--- src/rtl/imm_pkg.sv ---
// Shared definitions for the registered immediate extender: format selects,
// occupancy states and the combinational decode function.
package imm_pkg;

    localparam logic [2:0] IMM_I     = 3'b000;
    localparam logic [2:0] IMM_S     = 3'b001;
    localparam logic [2:0] IMM_B     = 3'b010;
    localparam logic [2:0] IMM_J     = 3'b011;
    localparam logic [2:0] IMM_U     = 3'b100;
    localparam logic [2:0] IMM_SHAMT = 3'b101;
    localparam logic [2:0] IMM_ZIMM  = 3'b110;
    localparam logic [2:0] IMM_NONE  = 3'b111;

    typedef enum logic [1:0] {
        OCC_EMPTY = 2'd0,
        OCC_ONE   = 2'd1,
        OCC_TWO   = 2'd2
    } occ_state_e;

    typedef struct packed {
        logic        illegal;
        logic [63:0] imm;
    } imm_dec_t;

    // The immediate is always built at 64 bits; callers with XLEN=32 keep the
    // low half, which is exactly the 32-bit sign/zero extension.
    function automatic imm_dec_t imm_decode(input logic [31:0] instr,
                                            input logic [2:0]  sel,
                                            input int unsigned xlen);
        imm_dec_t    r;
        logic [63:0] sx;
        r.illegal = 1'b0;
        r.imm     = '0;
        sx        = {64{instr[31]}};
        case (sel)
            IMM_I: r.imm = {sx[63:12], instr[31:20]};
            IMM_S: r.imm = {sx[63:12], instr[31:25], instr[11:7]};
            IMM_B: r.imm = {sx[63:12], instr[7], instr[30:25], instr[11:8], 1'b0};
            IMM_J: r.imm = {sx[63:20], instr[19:12], instr[20], instr[30:21], 1'b0};
            IMM_U: r.imm = {sx[63:32], instr[31:12], 12'b0};
            IMM_SHAMT: begin
                if ((xlen == 32) && instr[25]) begin
                    r.illegal = 1'b1;
                    r.imm     = {59'b0, instr[24:20]};
                end else begin
                    r.imm     = {58'b0, instr[25:20]};
                end
            end
            IMM_ZIMM: r.imm = {59'b0, instr[19:15]};
            default:  r.imm = '0;
        endcase
        return r;
    endfunction

endpackage

--- src/rtl/imm_skid_buf.sv ---
// Two-entry skid buffer: output register visible at the ports, skid register
// behind it, in_ready decoded purely from the registered occupancy state.
module imm_skid_buf
    import imm_pkg::*;
#(
    parameter int unsigned W = 38
) (
    input  logic         clk_i,
    input  logic         rst_ni,
    input  logic         in_valid_i,
    output logic         in_ready_o,
    input  logic [W-1:0] in_data_i,
    output logic         out_valid_o,
    input  logic         out_ready_i,
    output logic [W-1:0] out_data_o
);

    occ_state_e   state_q, state_d;
    logic [W-1:0] or_q, or_d;
    logic [W-1:0] sk_q, sk_d;
    logic         accept;
    logic         consume;

    assign in_ready_o  = (state_q != OCC_TWO);
    assign out_valid_o = (state_q != OCC_EMPTY);
    assign out_data_o  = or_q;

    assign accept  = in_valid_i && in_ready_o;
    assign consume = out_valid_o && out_ready_i;

    always_ff @(posedge clk_i or negedge rst_ni) begin
        if (!rst_ni) begin
            state_q <= OCC_EMPTY;
            or_q    <= '0;
            sk_q    <= '0;
        end else begin
            state_q <= state_d;
            or_q    <= or_d;
            sk_q    <= sk_d;
        end
    end

    // Registers load only on an accept or an SK->OR move, so an X on the
    // input data while in_valid is low never reaches the state.
    always_comb begin
        state_d = state_q;
        or_d    = or_q;
        sk_d    = sk_q;
        case (state_q)
            OCC_EMPTY: begin
                if (accept) begin
                    or_d    = in_data_i;
                    state_d = OCC_ONE;
                end
            end
            OCC_ONE: begin
                if (accept && consume) begin
                    or_d    = in_data_i;
                end else if (accept) begin
                    sk_d    = in_data_i;
                    state_d = OCC_TWO;
                end else if (consume) begin
                    state_d = OCC_EMPTY;
                end
            end
            OCC_TWO: begin
                if (consume) begin
                    or_d    = sk_q;
                    state_d = OCC_ONE;
                end
            end
            default: begin
                state_d = OCC_EMPTY;
            end
        endcase
    end

endmodule

--- src/rtl/imm_extend_pipe.sv ---
// Registered immediate extender: combinational decode on the input side,
// then a two-entry skid buffer carrying {illegal, tag, imm}.
module imm_extend_pipe
    import imm_pkg::*;
#(
    parameter int unsigned XLEN  = 32,
    parameter int unsigned TAG_W = 5
) (
    input  logic             clk,
    input  logic             reset,
    input  logic             in_valid,
    output logic             in_ready,
    input  logic [31:0]      instr,
    input  logic [2:0]       imm_sel,
    input  logic [TAG_W-1:0] in_tag,
    output logic             out_valid,
    input  logic             out_ready,
    output logic [XLEN-1:0]  imm,
    output logic [TAG_W-1:0] out_tag,
    output logic             out_illegal
);

    localparam int unsigned W = XLEN + TAG_W + 1;

    imm_dec_t     dec;
    logic [W-1:0] in_data;
    logic [W-1:0] out_data;

    always_comb begin
        dec = imm_decode(instr, imm_sel, XLEN);
    end

    assign in_data = {dec.illegal, in_tag, dec.imm[XLEN-1:0]};

    generate
        if (XLEN < 64) begin : g_narrow
            logic unused_hi;
            assign unused_hi = ^dec.imm[63:XLEN];
        end
    endgenerate

    imm_skid_buf #(
        .W (W)
    ) u_skid (
        .clk_i       (clk),
        .rst_ni      (reset),
        .in_valid_i  (in_valid),
        .in_ready_o  (in_ready),
        .in_data_i   (in_data),
        .out_valid_o (out_valid),
        .out_ready_i (out_ready),
        .out_data_o  (out_data)
    );

    assign imm         = out_data[XLEN-1:0];
    assign out_tag     = out_data[XLEN +: TAG_W];
    assign out_illegal = out_data[W-1];

endmodule

--- config.mk ---
export PLATFORM = sky130hd
export DESIGN_NAME = imm_extend_pipe
export DESIGN_NICKNAME = d
export VERILOG_FILES = /design/src/rtl/imm_pkg.sv /design/src/rtl/imm_skid_buf.sv /design/src/rtl/imm_extend_pipe.sv
export SDC_FILE = /design/constraint.sdc
export NUM_CORES = 1
export LEC_CHECK = 0
export ABC_AREA = 1
export CAP_MARGIN = 20
export CORE_ASPECT_RATIO = 1.5
export CORE_UTILIZATION = 45
export CTS_CLUSTER_SIZE = 25
export DETAILED_ROUTE_END_ITERATION = 16
export PLACE_DENSITY = 0.73
export SLEW_MARGIN = 20
export SYNTH_ARGS = -nofsm -noshare
export SYNTH_HDL_FRONTEND = slang
export SYNTH_SLANG_ARGS = --single-unit
--- constraint.sdc ---
create_clock -name clk -period 3.15 [get_ports clk]
set_input_delay 0.63 -clock clk [delete_from_list [all_inputs] [get_ports clk]]
set_output_delay 0.63 -clock clk [all_outputs]
set_load 0.03 [all_outputs]
==> metrics.csv <==
metric,value,unit
syn_nets,513,
GRT overflow,0,
crit path time final,2450,ps
cell area after layout,4800,um2
Clock Sinks,78,
Post-CTS Setup Inserts,0,
Yosys reg bits,78,
DR iter-0 viols,327,
Rows,40,
fin crit share,0.779,
status,finished clean,
DP Area,4490,um2
ratio of cells with drive above 1 in the final layout,0.0651,
DRT Pass-1 Iters,4,
vias,3420,
chip height,113,um
Yosys cell types,23,
Peak supply drop,483,uV
total power,3.92,mW
Syn Inst Count,469,
ANT cells,0,
initial antenna violation count,0,
Post-CTS Resized,0,
worst endpoint data arrival time,1820,ps
CTS Buffer Depth,2,
final core occ,0.599,
clk_lat worst skew,330,ps
Worst-path clk slew,60,ps
vias in the first global route,3365,
type of element launching the critical path,flop,
top cell type's share of synthesized area,0.527,
Placement Setup Slack,587,ps
"wirelength, routed",9330,um
TritonCTS Buffers,9,
Commonest cells post-synth,"146 x nand2_1, 78 x dfrtp_1, 60 x nor2_1",
top post-synthesis cells by area,"dfrtp_1 53%, nand2_1 15%, nor2_1 6.1%",
# hold bufs at CTS,0,
Ports,84,
Final Slew Violations,0,
Relative slew margins,0.341,
Final WS setup,696,ps
"Seq/Total Area, Yosys",0.527,
die area,8610,um2
R2R cell count,6,
Slew @ Worst Pin,989,ps
P_leak,2.27,nW
"Async S/R FF share, synth",1.00,
residual DRC count,0,
vias per cell,5.32,
initial core utilization,0.463,
R2R Path End,u_skid.out_data_o[12],
Worst EP required,2520,ps
Power Dens Cells,818,nW/um2
warning count from the yosys run,0,
Antenna Nets Post-Route,0,
RSZ-0062 raised after global routing,false,
post-synthesis instance area,3700,um2
port bufs,76,
Yosys top cell by area,dfrtp_1,
max frequency,0.408,GHz
chip width,76.1,um
final setup violation count,0,
"Area growth, synth to finish",29.4,%
global-route wire length before repair,15800,um
mean post-synth cell area,7.90,um2
Final Net Count,577,
Detailed Place HPWL,6160,um
Avg WL per Cell,14.5,um
Crit. Startpoint,u_skid.state_q[1],
CORE AREA,8010,um2
final setup TNS,0,ps
Critical path destination,in_ready,
r2r setup slk,1410,ps
Fin. Hold Viols,0,
RR Startpoint,u_skid.state_q[0],
GPL Wtd Cong,0.898,
total track usage,0.234,
clock skew,5.44,ps
H-tree depth,3,
Max-Cap Viols,0,
min-delay worst type,input port to async pin,
pin count of the biggest net entering global routing,79,
Root Buffer,clkbuf_16,
ys flop type,dfrtp_1,
most common cell in the netlist,nand2_1,
crit path capture type,output pin,
CTS tree,done,
peak fanout along the critical path,17,
crit path kind,flop to output pin,
number of enable flip-flop cells after synthesis,0,
==> registers in the layout, summed over array words and instances, names as in the netlist <==
register and flops:
u_skid.state_q 2, u_skid.sk_q 38, u_skid.out_data_o 38
==> power breakdown <==
group,switching [mW],internal (mW)
combinational,0.807,0.539
sequential,0.186,1.35
clock,0.393,0.653
total,1.39,2.54
==> cell families after synthesis <==
kind of cell           after synthesis  synth area share
AND/OR/NAND/NOR                    245             0.270
AO/OA/AOI/OAI                       92             0.140
flip-flops                          78             0.527
buffers and inverters               54            0.0635
==> cell usage in the layout (no fill, tap or decap) <==
cell type,count
clkdlybuf4s50_1,75
nand2_1,146
nand3_1,25
inv_2,6
nor2_2,2
nand4_1,7
o211ai_1,1
o31ai_1,7
inv_1,20
a31oi_1,24
nor2_4,1
nor2_1,60
clkbuf_8,2
o211ai_2,1
nand2_4,1
nand3_2,1
clkbuf_1,1
clkbuf_16,9
o21ai_1,16
bufinv_16,1
clkinv_2,3
dfrtp_1,78
nand2_2,2
a21oi_1,38
o21ai_0,5
buf_4,6
==> worst min-delay path by stage <==
stage | to | cells past startpoint | from
after global routing | u_skid.out_data_o[15] | 2 | u_skid.out_data_o[15]
after global placement | u_skid.sk_q[36] | 2 | u_skid.sk_q[36]
after CTS | u_skid.sk_q[36] | 2 | u_skid.sk_q[36]
after detailed placement | u_skid.sk_q[36] | 2 | u_skid.sk_q[36]
after floorplan | u_skid.out_data_o[0] | 0 | reset
final | u_skid.out_data_o[35] | 1 | reset
==> per-stage QoR <==
stage / std cells / hold slack [ps]
2_1_floorplan: 469 / 334
3_3_place_gp: 627 / 454
3_5_place_dp: 627 / 459
4_1_cts: 643 / 473
5_1_grt: 643 / 504
6_report: 643 / 427
==> per-layer routing <==
layer	global-route usage	routed length, um	up-vias
met3	0.0411	495	18
met5	0	0	-
met1	0.278	3850	1621
li1	-	-	1663
met2	0.413	4810	118
met4	0.101	173	0
==> worst max-delay path: stages, from the launching register on <==
cell and delay [ps]:
dfrtp_1 410, nand2_2 320, clkdlybuf4s50_1 750
==> layout make-up <==
type,instances,area [um2]
Clock inverter,4,45.0
Clock buffer,12,256
Fill cell,785,3210
Timing Repair Buffer,81,796
Tap cell,105,131
Sequential cell,78,1950
Multi-Input combinational cell,337,1520
Inverter,26,97.6
(Power assumes the default switching activity.)
